## src/rtl/io_txframe_if.sv

```systemverilog
// io_txframe_if: packet-word read port and byte-stream link port of the IO transmit framer.
interface io_txframe_if;
    logic        rd_req;
    logic        rd_dval;
    logic [17:0] rd_data;
    logic [7:0]  tx_byte;
    logic        tx_bval;
    logic        tx_brdy;
    modport master (output rd_req, tx_byte, tx_bval, input rd_dval, rd_data, tx_brdy);
    modport slave  (input rd_req, tx_byte, tx_bval, output rd_dval, rd_data, tx_brdy);
endinterface

```

## src/rtl/io_txframe.sv

```systemverilog
// io_txframe: frames upstream packet words into an SOF/payload/CRC-16/EOF byte stream for the IO link.
module io_txframe #(
    parameter int MAX_WORDS = 512,
    parameter int RD_TMO    = 8,
    parameter int IFG       = 4
) (
    input  logic         clk_12_5m,
    input  logic         rst_12_5m,
    input  logic         tx_en,
    io_txframe_if.master io,
    output logic         tx_busy,
    output logic [15:0]  frm_cnt,
    output logic [7:0]   err_cnt
);
    localparam int CW = $clog2(MAX_WORDS + 1);
    localparam int TW = $clog2(RD_TMO + 1);
    localparam int GW = $clog2(IFG + 1);
    typedef enum logic [3:0] {IDLE, REQ, WAIT, SOF, HI, LO, CRCH, CRCL, EOF, GAP} state_t;
    state_t state, state_n;
    logic frame, frame_n, bad, bad_n, held, held_n, drain, drain_n, acc, err_inc;
    logic [16:0] word, word_n;
    logic [CW-1:0] wcnt, wcnt_n;
    logic [15:0] crc, crc_n, frm_n, crc_o;
    logic [TW-1:0] tmo, tmo_n;
    logic [GW-1:0] gap, gap_n;
    logic [7:0] err_n, byte_n;
    logic rd_req_n, bval_n, busy_n;

    function automatic logic [15:0] crc8(input logic [15:0] c, input logic [7:0] b);
        logic [15:0] r;
        r = c ^ {b, 8'h00};
        for (int i = 0; i < 8; i++) r = r[15] ? {r[14:0], 1'b0} ^ 16'h1021 : {r[14:0], 1'b0};
        return r;
    endfunction

    assign acc = io.tx_bval & io.tx_brdy;

    always_comb begin
        state_n = state;
        frame_n = frame;
        bad_n   = bad;
        held_n  = held;
        drain_n = drain;
        word_n  = word;
        wcnt_n  = wcnt;
        crc_n   = crc;
        tmo_n   = tmo;
        gap_n   = gap;
        frm_n   = frm_cnt;
        err_inc = 1'b0;
        unique case (state)
            IDLE: if (tx_en) begin
                state_n = REQ;
                frame_n = 1'b0;
            end
            REQ: begin
                tmo_n   = '0;
                state_n = WAIT;
            end
            WAIT: if (io.rd_dval) begin
                word_n = io.rd_data[16:0];
                if (drain) begin
                    drain_n = ~io.rd_data[16];
                    state_n = io.rd_data[16] ? IDLE : REQ;
                end else if (!frame) begin
                    if (io.rd_data[17]) begin
                        wcnt_n  = '0;
                        crc_n   = 16'hFFFF;
                        state_n = SOF;
                    end else begin
                        err_inc = 1'b1;
                        state_n = IDLE;
                    end
                end else if (io.rd_data[17]) begin
                    // the new sop word stays in the word register to open the next frame
                    err_inc = 1'b1;
                    bad_n   = 1'b1;
                    held_n  = 1'b1;
                    state_n = CRCH;
                end else if (wcnt == CW'(MAX_WORDS)) begin
                    err_inc = 1'b1;
                    bad_n   = 1'b1;
                    drain_n = ~io.rd_data[16];
                    state_n = CRCH;
                end else begin
                    wcnt_n  = wcnt + 1'b1;
                    state_n = HI;
                end
            end else if (tmo == TW'(RD_TMO - 1)) begin
                drain_n = 1'b0;
                err_inc = frame;
                bad_n   = frame;
                state_n = frame ? CRCH : IDLE;
            end else tmo_n = tmo + 1'b1;
            SOF: if (acc) begin
                frame_n = 1'b1;
                wcnt_n  = CW'(1);
                state_n = HI;
            end
            HI: if (acc) begin
                crc_n   = crc8(crc, word[15:8]);
                state_n = LO;
            end
            LO: if (acc) begin
                crc_n   = crc8(crc, word[7:0]);
                state_n = word[16] ? CRCH : REQ;
            end
            CRCH: if (acc) state_n = CRCL;
            CRCL: if (acc) state_n = EOF;
            EOF: if (acc) begin
                frame_n = 1'b0;
                gap_n   = '0;
                frm_n   = bad ? frm_cnt : frm_cnt + 16'd1;
                state_n = GAP;
            end
            GAP: if (gap == GW'(IFG - 1)) begin
                bad_n   = 1'b0;
                held_n  = 1'b0;
                crc_n   = held ? 16'hFFFF : crc;
                wcnt_n  = held ? '0 : wcnt;
                state_n = held ? SOF : drain ? REQ : IDLE;
            end else gap_n = gap + 1'b1;
            default: state_n = IDLE;
        endcase
        err_n = (err_inc && err_cnt != 8'hFF) ? err_cnt + 8'd1 : err_cnt;
    end

    // outputs are registered from next-state values so bytes appear the cycle after acceptance
    assign crc_o    = crc_n ^ {16{bad_n}};
    assign rd_req_n = state_n == REQ;
    assign bval_n   = state_n inside {SOF, HI, LO, CRCH, CRCL, EOF};
    assign busy_n   = state_n != IDLE;
    assign byte_n   = state_n == SOF  ? 8'hA5 :
                      state_n == HI   ? word_n[15:8] :
                      state_n == LO   ? word_n[7:0] :
                      state_n == CRCH ? crc_o[15:8] :
                      state_n == CRCL ? crc_o[7:0] :
                      state_n == EOF  ? 8'h5A : 8'h00;

    always_ff @(posedge clk_12_5m or negedge rst_12_5m) begin
        if (!rst_12_5m) begin
            state      <= IDLE;
            frame      <= 1'b0;
            bad        <= 1'b0;
            held       <= 1'b0;
            drain      <= 1'b0;
            word       <= '0;
            wcnt       <= '0;
            crc        <= 16'hFFFF;
            tmo        <= '0;
            gap        <= '0;
            frm_cnt    <= '0;
            err_cnt    <= '0;
            io.rd_req  <= 1'b0;
            io.tx_bval <= 1'b0;
            io.tx_byte <= 8'h00;
            tx_busy    <= 1'b0;
        end else begin
            state      <= state_n;
            frame      <= frame_n;
            bad        <= bad_n;
            held       <= held_n;
            drain      <= drain_n;
            word       <= word_n;
            wcnt       <= wcnt_n;
            crc        <= crc_n;
            tmo        <= tmo_n;
            gap        <= gap_n;
            frm_cnt    <= frm_n;
            err_cnt    <= err_n;
            io.rd_req  <= rd_req_n;
            io.tx_bval <= bval_n;
            io.tx_byte <= byte_n;
            tx_busy    <= busy_n;
        end
    end
endmodule

```

## src/flat_wrapper.sv

```systemverilog
// flat-port wrapper written by rule: the top's interface ports become plain ports
module io_txframe_flat 
#(
    parameter int MAX_WORDS = 512,
    parameter int RD_TMO    = 8,
    parameter int IFG       = 4
)
  (clk_12_5m, rst_12_5m, tx_en, tx_busy, frm_cnt, err_cnt, io_rd_req, io_tx_byte, io_tx_bval, io_rd_dval, io_rd_data, io_tx_brdy);
  io_txframe_if io_i ();
  input  logic clk_12_5m;
  input  logic rst_12_5m;
  input  logic tx_en;
  output logic tx_busy;
  output logic [15:0] frm_cnt;
  output logic [7:0] err_cnt;
  output wire logic [$bits(io_i.rd_req)-1:0] io_rd_req;
  output wire logic [$bits(io_i.tx_byte)-1:0] io_tx_byte;
  output wire logic [$bits(io_i.tx_bval)-1:0] io_tx_bval;
  input wire logic [$bits(io_i.rd_dval)-1:0] io_rd_dval;
  input wire logic [$bits(io_i.rd_data)-1:0] io_rd_data;
  input wire logic [$bits(io_i.tx_brdy)-1:0] io_tx_brdy;
  assign io_rd_req = io_i.rd_req;
  assign io_tx_byte = io_i.tx_byte;
  assign io_tx_bval = io_i.tx_bval;
  assign io_i.rd_dval = io_rd_dval;
  assign io_i.rd_data = io_rd_data;
  assign io_i.tx_brdy = io_tx_brdy;
  io_txframe #(.MAX_WORDS(MAX_WORDS), .RD_TMO(RD_TMO), .IFG(IFG)) u_core (.clk_12_5m(clk_12_5m), .rst_12_5m(rst_12_5m), .tx_en(tx_en), .io(io_i), .tx_busy(tx_busy), .frm_cnt(frm_cnt), .err_cnt(err_cnt));
endmodule
```

## config.mk

```make
export PLATFORM = sky130hd
export DESIGN_NAME = io_txframe_flat
export DESIGN_NICKNAME = d
export VERILOG_FILES = /design/src/rtl/io_txframe_if.sv /design/src/rtl/io_txframe.sv /design/src/flat_wrapper.sv
export SDC_FILE = /design/constraint.sdc
export NUM_CORES = 1
export LEC_CHECK = 0
export ABC_CLOCK_PERIOD_IN_PS = 6370
export BUFFER_PORTS_ARGS = -buffer_cell sky130_fd_sc_hd__buf_2
export CELL_PAD_IN_SITES_DETAIL_PLACEMENT = 0
export CELL_PAD_IN_SITES_GLOBAL_PLACEMENT = 2
export CORE_MARGIN = 1
export CORE_UTILIZATION = 41
export DETAILED_ROUTE_END_ITERATION = 8
export GPL_ROUTABILITY_DRIVEN = 1
export GPL_TIMING_DRIVEN = 0
export PLACE_DENSITY_LB_ADDON = 0.25
export SYNTH_ARGS = -nofsm -noshare
export SYNTH_HDL_FRONTEND = slang
export SYNTH_SLANG_ARGS = --single-unit
```

## constraint.sdc

```tcl
create_clock -name clk_12_5m -period 6.37 [get_ports clk_12_5m]
set_clock_uncertainty 0.05 [all_clocks]
set_input_delay 1.274 -clock clk_12_5m [delete_from_list [all_inputs] [get_ports clk_12_5m]]
set_output_delay 1.274 -clock clk_12_5m [all_outputs]
set_load 0.005 [all_outputs]
```

==> out/metrics.csv, run 1 <==
metric,value,unit
Hold Path Class,reg -> reg,
status,completed,
total grt overflow,0,
endpoints failing hold,0,
Yosys top cell area share,35.6,%
area delta synth->final,16.0,%
storage element area,2350,sq um
post-CTS sizing,0,
Die Wd,117,microns
CTS buffer count,9,
Ys Warns,0,
asr flop ratio synth,100,%
DP HPWL,10200,microns
#FFs+latches synth,93,
Iter 0 DRT Violations,253,
final core utilization,49.2,%
Final Wtd Congestion,0.831,
Worst-Margin Slew,0.826,ns
CTS sink count,93,
Synth area leaders,"dfrtp_1 (36%), dfstp_2 (7.8%), xnor2_1 (7.4%)",
"Net Count, Synth",566,
CP endpoint kind,register,
"area leader, netlist",dfrtp_1,
# fillers,1223,
post-synthesis instance total,536,
setup violators final,0,
post-synthesis cell type count,74,
antenna violations before repair,0,
dominant cell by count in the synthesized netlist,dfrtp_1,
layout cells sized above 1,22.4,%
P_leak,2.74,nW
unrepaired setup endpoints after global routing,no,
fmax,282,MHz
total wire length,13800,microns
Worst Path Required,6.56,ns
Die ar.,13700,sq um
clock-pin slew of the registers on the worst-case setup and hold paths,0.07,ns
multi-input logic area,2890,sq um
IO buf count,55,
power per cell area,541,nW/um^2
relative max-transition margin,44.8,%
total core area,12800,sq um
fraction of the yosys area taken by sequential cells,43.3,%
Root Driver,clkbuf_16,
synth cell count leaders,"dfrtp_1 (77), xnor2_1 (46), nand2_1 (36)",
Post-CTS Setup Bufs,0,
critical path peak fanout,10,
# IOs,58,
# hold bufs at CTS,0,
period utilisation layout,55.8,%
startpoint types,primary input,
number of global-route vias before repair,4178,
wire length per cell,17.7,microns
Mapped Area,5420,sq um
Post-synth EDFFs,0,
largest net degree at the start of global routing,67,
worst-case vdd ir drop,0.000220,V
DR vias,4380,
Initial Utilization,42.4,%
Antenna Violating Nets Remaining,0,
critical path type,in -> reg,
Nets,633,
syn_area_per_cell,10.1,sq um
Clock Tree Buf Depth,2,
Die H,117,microns
first-pass GRT wire length,22500,microns
Main synth FF type,dfrtp_1,
clock latency on the worst-skew pair,0.35,ns
All-Layer GR Usage,22.0,%
drt first pass iters,5,
DRC violations left,0,
crit path DAT,3.74,ns
H-Tree Depth,3,
TritonCTS clock tree,built,
diode count,0,
fin crit period,3.55,ns
Final Slew Violations,0,
vias per inst,5.62,
number of max-cap violations,0,
row count,41,
post-route setup TNS,0,ns
-- final timing paths --
kind | startpoint | end | slack [ns] | depth (start not counted)
setup / recovery | io_rd_dval | u_core.io.tx_byte[2] | 2.82 | 9
hold / removal | u_core.wcnt[9] | u_core.wcnt[9] | 0.42 | 1
setup reg to reg | u_core.state[2] | u_core.io.tx_byte[6] | 3.23 | 8
hold reg to reg | u_core.wcnt[9] | u_core.wcnt[9] | 0.42 | 1
max in group asynchronous | rst_12_5m | u_core.crc[11] | 4.77 | 2
min in group asynchronous | rst_12_5m | u_core.tmo[3] | 0.80 | 1
-- per-layer routing --
layer  GRT usage (%)  wire length, microns  vias up
li1                -                     -     2093
met3            3.35                   539       10
met4            7.59                   182        0
met5               0                     0        -
met1            32.5                  7050     2178
met2            32.7                  6050       99
-- layout make-up --
| cell class | count | area share [%] |
|---|---|---|
| Clock inverter | 7 | 1.93 |
| Sequential cell | 93 | 37.4 |
| Inverter | 13 | 0.777 |
| Clock buffer | 9 | 3.58 |
| Tap cell | 172 | 3.43 |
| Multi-Input combinational cell | 401 | 46.0 |
| Buffer | 29 | 2.09 |
| Timing Repair Buffer | 56 | 4.86 |
-- worst max-delay path, stage by stage --
cell and delay, ns:
clkbuf_1 0.32, inv_1 0.20, o21ai_0 0.29, o221a_2 0.28, clkbuf_1 0.43, a211oi_2 0.17, a221oi_1 0.33, a21oi_1 0.08
o41a_1 0.36
-- layout by cell type, fill, tap and decap left out, types with 4 or more instances in the layout --
cell       instances
dfrtp_1           77
nand2_1           36
a21oi_1           12
a221oi_1           5
nand2b_1          15
o31ai_1            9
nor2b_1           13
buf_2             63
and3_1            11
nand4_1           12
mux2_2            19
a211o_1            5
nor2_1            32
nor4_1             8
o22ai_1            5
a221o_1            6
o221ai_1           4
clkbuf_16          9
ha_1               7
o21ai_0           29
clkbuf_1          15
mux2i_1            7
nand3_1           20
dfstp_2           16
xnor2_1           46
a31oi_1            4
xor2_1            18
nor3_1             6
inv_1             12
a211oi_1           6
o211ai_1           8
-- cell families after synthesis --
family	synth area share (%)
flops	43.3
simple gates	17.9
buf+inv	3.33
compound gates	16.3
mux	5.25
fa+ha+maj	1.62
xor+xnor	12.3
-- sequential cells by signal, summed over array words and instances (netlist names), 3 cells and up --
register           count
u_core.frm_cnt        16
u_core.io.tx_byte      8
u_core.err_cnt         8
u_core.crc            16
u_core.word           17
u_core.tmo             4
u_core.gap             3
u_core.state           4
u_core.wcnt           10
-- power breakdown --
group / switching (mW) / internal, mW
sequential: 0.174 / 0.818
clock: 0.240 / 0.386
combinational: 0.983 / 0.800
total: 1.40 / 2.00
-- through the flow --
| stage | instance area (sq um) | std cells | setup slack, ns | hold WS [ns] | total power [mW] |
|---|---|---|---|---|---|
| after floorplan | 5420 | 536 | 3.00 | 0.387 | 2.32 |
| after global placement | 5910 | 763 | 2.45 | 0.407 | 2.74 |
| after detailed placement | 5940 | 764 | 2.44 | 0.418 | 2.76 |
| after CTS | 6280 | 780 | 2.81 | 0.429 | 3.40 |
| after global routing | 6280 | 780 | 2.59 | 0.453 | 3.63 |
| final | 6280 | 780 | 2.82 | 0.421 | 3.40 |
No activity file was read; power rests on OpenSTA's default activity.
==> run 2: changes to the inputs <==
--- a/config.mk
+++ b/config.mk
@@ -5,12 +5,12 @@
 export SDC_FILE = /design/constraint.sdc
 export NUM_CORES = 1
 export LEC_CHECK = 0
-export ABC_CLOCK_PERIOD_IN_PS = 6370
+export ABC_CLOCK_PERIOD_IN_PS = 3500
 export BUFFER_PORTS_ARGS = -buffer_cell sky130_fd_sc_hd__buf_2
 export CELL_PAD_IN_SITES_DETAIL_PLACEMENT = 0
 export CELL_PAD_IN_SITES_GLOBAL_PLACEMENT = 2
 export CORE_MARGIN = 1
-export CORE_UTILIZATION = 41
+export CORE_UTILIZATION = 38
 export DETAILED_ROUTE_END_ITERATION = 8
 export GPL_ROUTABILITY_DRIVEN = 1
 export GPL_TIMING_DRIVEN = 0
==> constraint.sdc (replaced) <==
create_clock -name clk_12_5m -period 3.5 [get_ports clk_12_5m]
set_clock_uncertainty 0.05 [all_clocks]
set_input_delay 0.7 -clock clk_12_5m [delete_from_list [all_inputs] [get_ports clk_12_5m]]
set_output_delay 0.7 -clock clk_12_5m [all_outputs]
set_load 0.005 [all_outputs]
==> run 2 against run 1 <==
Non-clock buffer count is the same. Combinational power grew 84%. Sequential cell count is the same. Critical path depth is the same. Design area shrank 0.80%. Setup slack lost 2.4 ns. Hold slack lost 0.19 ns.
==> out/metrics.csv, run 2 (synthesis results as in run 1) <==
metric,value,unit,change
H-Tree Depth,3,,unchanged
Post-Layout Inst Area,6230,sq um,-0.80%
Initial Utilization,39.0,%,-3.4 points
endpoints failing hold,0,,unchanged
P_leak,2.71,nW,-1.2%
critical path peak fanout,10,,unchanged
row count,43,,+4.9%
largest net degree at the start of global routing,66,,-1.5%
Iter 0 DRT Violations,293,,+16%
total wire length,14300,microns,+3.7%
fin crit period,3.13,ns,
Top Registers,"u_core.word (17), u_core.crc (16), u_core.frm_cnt (16)",,
TritonCTS clock tree,built,,
"commonest cells after routing, fill and taps aside","dfrtp_1 (77), buf_2 (63), xnor2_1 (46)",,
fmax,319,MHz,
Hold Path Class,in -> async,,
IO buf count,55,,unchanged
total grt overflow,0,,unchanged
max reg flops,17,,unchanged
Final Wtd Congestion,0.816,,-1.7%
GRT Max-Usage Layer,met1,,
Clock Tree Buf Depth,2,,unchanged
layout cells sized above 1,22.4,%,unchanged
Largest Register,u_core.word,,
number of max-cap violations,0,,unchanged
total core area,13900,sq um,+8.7%
global-route met2 utilization,30.1,%,-2.6 points
met3 Use GR,3.57,%,+0.22 points
startpoint types,register,,
status,completed,,
CTS buffer count,9,,unchanged
post-route setup TNS,0,ns,unchanged
area delta synth->final,15.1,%,
R2R Path Start,u_core.state[1],,
"most common cell after layout, fill and taps aside",dfrtp_1,,
post-CTS sizing,0,,unchanged
Final Slew Violations,0,,unchanged
number of global-route vias before repair,4341,,+3.9%
CP endpoint kind,register,,
DRC violations left,0,,unchanged
met1 GRT Util,31.6,%,-0.95 points
worst setup path startpoint,u_core.state[1],,
# hold bufs at CTS,0,,unchanged
Antenna Violating Nets Remaining,0,,unchanged
Post-CTS Setup Bufs,0,,unchanged
Die H,121,microns,+3.8%
drt first pass iters,5,,unchanged
final core utilization,44.9,%,-4.3 points
antenna violations before repair,0,,unchanged
Worst-Margin Slew,0.837,ns,+0.0109 ns
power per cell area,966,nW/um^2,+78%
Placed Cells,772,,+1.0%
DR vias,4370,,-0.23%
clock latency on the worst-skew pair,0.35,ns,about the same
Root Driver,clkbuf_16,,
critical path type,reg -> reg,,
DP HPWL,10400,microns,+1.9%
setup violators final,0,,unchanged
# IOs,58,,unchanged
worst hold slack,0.231,ns,-0.190 ns
Nets,633,,unchanged
Die ar.,14700,sq um,+7.8%
first-pass GRT wire length,23500,microns,+4.5%
vias per inst,5.55,,-1.2%
unrepaired setup endpoints after global routing,no,,
All-Layer GR Usage,21.1,%,-0.88 points
post-route insts no fill,788,,+1.0%
crit path DAT,3.37,ns,-0.37 ns
relative max-transition margin,44.2,%,-0.61 points
# fillers,1349,,+10%
worst-case vdd ir drop,0.000422,V,+92%
period utilisation layout,89.5,%,
dpl cell area,5950,sq um,+0.17%
diode count,0,,unchanged
wire length per cell,18.2,microns,+2.6%
CTS sink count,93,,unchanged
Die Wd,121,microns,+3.8%
Worst Path Required,3.74,ns,-2.82 ns
clock-pin slew of the registers on the worst-case setup and hold paths,0.07,ns,about the same
## run 2: final timing paths
kind	to	slack (ns)	cells after the start
min reg2reg	u_core.frm_cnt[15]	0.42	1
max in group asynchronous	u_core.crc[8]	2.47	2
max reg2reg	u_core.io.tx_byte[6]	0.37	9
min	u_core.wcnt[7]	0.23	1
max	u_core.io.tx_byte[6]	0.37	9
min in group clk_12_5m	u_core.frm_cnt[15]	0.42	1
## run 2: area by class of cell
class | instances | area [sq um] | area share, %
multi-input combinational | 401 | 2890 | 46.3
inverter | 13 | 48.8 | 0.783
clock buffer | 11 | 253 | 4.06
tap | 180 | 225 | 3.61
sequential | 93 | 2350 | 37.7
buffer | 29 | 131 | 2.11
clock inverter | 5 | 33.8 | 0.542
timing repair buffer | 56 | 305 | 4.90
## run 2: through the flow
step / power [mW] / setup WS (ns)
after CTS: 6.03 / 0.400
after global placement: 5.01 / 0.166
after detailed placement: 5.04 / 0.152
after floorplan: 4.22 / 0.704
after global routing: 6.48 / 0.213
final: 6.02 / 0.369
## run 2: metal layers
layer  vias to the layer above  part of all wire [%]
met2                        95                    44
met1                      2171                    50
met5                         -                     0
li1                       2092                     -
met4                         0                   1.4
met3                        12                   4.2
## run 2: power breakdown
group / total (mW) / internal (mW) / switching, mW
combinational: 3.27 / 1.46 / 1.82
sequential: 1.80 / 1.49 / 0.310
clock: 0.948 / 0.521 / 0.427
## run 2: worst max-delay path, cell delays in order, from the launching register on
cell,delay (ns)
dfrtp_1,0.31
buf_2,0.18
nor4b_2,0.54
o21ai_0,0.26
o221a_2,0.37
clkbuf_1,0.28
a211oi_2,0.47
a221oi_1,0.18
a31oi_1,0.28
o21a_1,0.15
==> run 3: changes to the inputs <==
--- a/config.mk
+++ b/config.mk
@@ -5,12 +5,13 @@
 export SDC_FILE = /design/constraint.sdc
 export NUM_CORES = 1
 export LEC_CHECK = 0
+export ABC_AREA = 1
 export ABC_CLOCK_PERIOD_IN_PS = 3500
 export BUFFER_PORTS_ARGS = -buffer_cell sky130_fd_sc_hd__buf_2
 export CELL_PAD_IN_SITES_DETAIL_PLACEMENT = 0
 export CELL_PAD_IN_SITES_GLOBAL_PLACEMENT = 2
 export CORE_MARGIN = 1
-export CORE_UTILIZATION = 38
+export CORE_UTILIZATION = 35
 export DETAILED_ROUTE_END_ITERATION = 8
 export GPL_ROUTABILITY_DRIVEN = 1
 export GPL_TIMING_DRIVEN = 0
==> run 3 against run 2 <==
Fmax up 27%. Largest power group unchanged. Design area increased by 9.3%. Setup slack improved by 0.67 ns. Hold slack better by 0.12 ns. Critical path depth is 3 higher. Non-clock buffer count shrank 6.
==> out/metrics.csv, run 3 <==
metric,value,unit,change
max reg flops,17,,unchanged
DRC violations left,0,,unchanged
Iter 0 DRT Violations,344,,+17%
worst-case vdd ir drop,0.000282,V,-33%
Hold Path Class,in -> async,,
internal power,2.95,mW,-15%
Clock Tree Buf Depth,2,,unchanged
fmax,406,MHz,+27%
met1 GRT Util,27.1,%,-4.5 points
critical path type,in -> reg,,
"most common cell after layout, fill and taps aside",nand2_1,,
status,completed,,
Yosys top cell area share,32.5,%,-3.1 points
dominant cell by count in the synthesized netlist,nand2_1,,
# hold bufs at CTS,0,,unchanged
Ys Warns,0,,unchanged
CTS sink count,93,,unchanged
Synth area leaders,"dfrtp_1 (33%), nand2_1 (16%), nand3_1 (9.0%)",,
number of max-cap violations,0,,unchanged
critical path peak fanout,10,,unchanged
"Top cell by count, worst path",nand2_1,,
# fillers,1762,,+31%
first-pass GRT wire length,27900,microns,+19%
asr flop ratio synth,100,%,unchanged
Worst-Margin Slew,0.748,ns,-0.0887 ns
syn_area_per_cell,7.36,sq um,-27%
Antenna Violating Nets Remaining,0,,unchanged
storage element area,2350,sq um,unchanged
post-CTS sizing,0,,unchanged
CTS buffer count,9,,unchanged
fin crit period,2.46,ns,-0.666 ns
total wire length,17200,microns,+20%
P_leak,3.44,nW,+27%
largest net degree at the start of global routing,54,,-18%
Comb power frac,51.7,%,-2.7 points
Main synth FF type,dfrtp_1,,
Nets,904,,+43%
row count,47,,+9.3%
Root Driver,clkbuf_16,,
IO buf count,57,,+3.6%
Initial Utilization,35.7,%,-3.3 points
Placed Cells,1083,,+40%
setup violators final,0,,unchanged
antenna violations before repair,0,,unchanged
DR vias,5499,,+26%
drt first pass iters,5,,unchanged
Largest Register,u_core.word,,
All-Layer GR Usage,20.5,%,-0.60 points
multi-input logic area,3120,sq um,+8.0%
number of global-route vias before repair,5320,,+23%
"commonest cells after routing, fill and taps aside","nand2_1 (259), nand3_1 (106), inv_1 (81)",,
endpoints failing hold,0,,unchanged
area delta synth->final,14.9,%,
GRT Max-Usage Layer,met2,,
net load switching power,2.66,mW,+4.2%
post-route insts no fill,1099,,+39%
final core utilization,41.1,%,-3.8 points
TritonCTS clock tree,built,,
ordered list of cells on the worst path,buf_2 > nand2_1 > inv_2 > buf_2 > nor2_1 > o21ai_1 > inv_1 > nand2_2 > nand2_1 > nand3_1 > nand2_1 > inv_1,,
"area leader, netlist",dfrtp_1,,
Die Wd,132,microns,+8.8%
clock latency on the worst-skew pair,0.35,ns,about the same
fraction of the yosys area taken by sequential cells,39.6,%,-3.7 points
Post-CTS Setup Bufs,0,,unchanged
synth cell count leaders,"nand2_1 (259), nand3_1 (106), inv_1 (81)",,
Final Slew Violations,0,,unchanged
Post-synth EDFFs,0,,unchanged
#FFs+latches synth,93,,unchanged
H-Tree Depth,3,,unchanged
startpoint types,primary input,,
Top Registers,"u_core.word (17), u_core.crc (16), u_core.frm_cnt (16)",,
CP endpoint kind,register,,
DP HPWL,13200,microns,+26%
vias per inst,5.00,,-9.8%
unrepaired setup endpoints after global routing,no,,
Worst Path Required,3.73,ns,about the same
total grt overflow,0,,unchanged
crit path DAT,2.70,ns,-0.67 ns
CP max stage cell,o21ai_1,,
period utilisation layout,70.4,%,-19 points
switch share,47.4,%,+5.0 points
global-route met2 utilization,34.4,%,+4.3 points
post-route setup TNS,0,ns,unchanged
post-synthesis instance total,805,,+50%
relative max-transition margin,49.8,%,+5.6 points
Final Wtd Congestion,0.903,,+11%
total core area,16600,sq um,+19%
Die H,132,microns,+8.8%
worst hold slack,0.346,ns,+0.116 ns
power per cell area,825,nW/um^2,-15%
Mapped Area,5930,sq um,+9.4%
diode count,0,,unchanged
# IOs,58,,unchanged
total power,5.62,mW,-6.7%
layout cells sized above 1,17.3,%,-5.1 points
Die ar.,17500,sq um,+18%
CP max stage delay,0.61,ns,+0.07 ns
"Net Count, Synth",835,,+48%
Flop pwr share,30.4,%,+0.5 points
met3 Use GR,3.23,%,-0.34 points
wire length per cell,15.6,microns,-14%
clock network power share,17.9,%,+2.2 points
post-synthesis cell type count,42,,-43%
clock-pin slew of the registers on the worst-case setup and hold paths,0.07,ns,about the same
==> run 3: cell count changes after synthesis, moves of 9 or more <==
cell	change
nand2_1	+223
nand3_1	+86
nor3_1	+9
and3_1	-11
inv_1	+69
nor2b_1	-13
mux2_2	-17
o31ai_1	-9
xor2_1	+12
nand2b_1	-15
xnor2_1	-28
==> run 3: logic make-up after synthesis <==
family                     after synthesis  share of synthesized area [%]
buffers and inverters                  113                           7.77
muxes                                    2                          0.380
AOI/OAI and AO/OA                       68                           6.52
DFF                                     93                           39.6
and+or+nand+nor                        474                           37.1
adders and majority gates                7                           1.48
xor gates and xnor gates                48                           7.09
==> run 3: cell type report <==
cell class,instances,area share [%]
Inverter,92,5.11
Timing Repair Buffer,58,4.52
Sequential cell,93,34.5
Clock inverter,6,1.05
Tap cell,220,4.04
Buffer,21,1.65
Clock buffer,10,3.36
Multi-Input combinational cell,599,45.8
==> run 3: worst max-delay path: cells and delay by family <==
family / cells / cell delay (ns)
buffers and inverters: 5 / 0.78
AND/OR/NAND/NOR: 6 / 0.61
AO/OA/AOI/OAI: 1 / 0.61
==> run 3: power by group through the flow <==
stage / sequential, mW / clock [mW] / combinational, mW
after global routing: 1.75 / 1.08 / 3.28
after detailed placement: 1.73 / 0 / 2.90
final: 1.71 / 1.00 / 2.91
after global placement: 1.72 / 0 / 2.86
after floorplan: 1.66 / 0 / 2.14
after CTS: 1.71 / 1.04 / 2.91
==> run 3: routing by layer <==
metal  share of wire (%)  vias to the layer above
met5                   0                        -
met4                 1.8                        0
met3                 3.0                       18
met2                  49                      111
met1                  46                     2615
li1                    -                     2755
==> run 3: final timing paths <==
kind | from | endpoint | slack [ns] | cells after the start
worst max-delay path | io_tx_brdy | u_core.io.tx_byte[4] | 1.04 | 12
worst min-delay path | rst_12_5m | u_core.frm_cnt[14] | 0.35 | 1
worst max register to register | u_core.io.tx_bval | u_core.io.tx_byte[4] | 1.08 | 11
worst min register to register | u_core.frm_cnt[15] | u_core.frm_cnt[15] | 0.43 | 1
max in group asynchronous | rst_12_5m | u_core.wcnt[4] | 2.36 | 2
min in group clk_12_5m | u_core.frm_cnt[15] | u_core.frm_cnt[15] | 0.43 | 1
==> run 3: stage by stage <==
stage | instance area (sq um) | setup WS (ns)
final | 6810 | 1.04
after global routing | 6810 | 0.883
after CTS | 6810 | 1.03
after detailed placement | 6510 | 0.677
after global placement | 6490 | 0.621
after floorplan | 5930 | 1.39
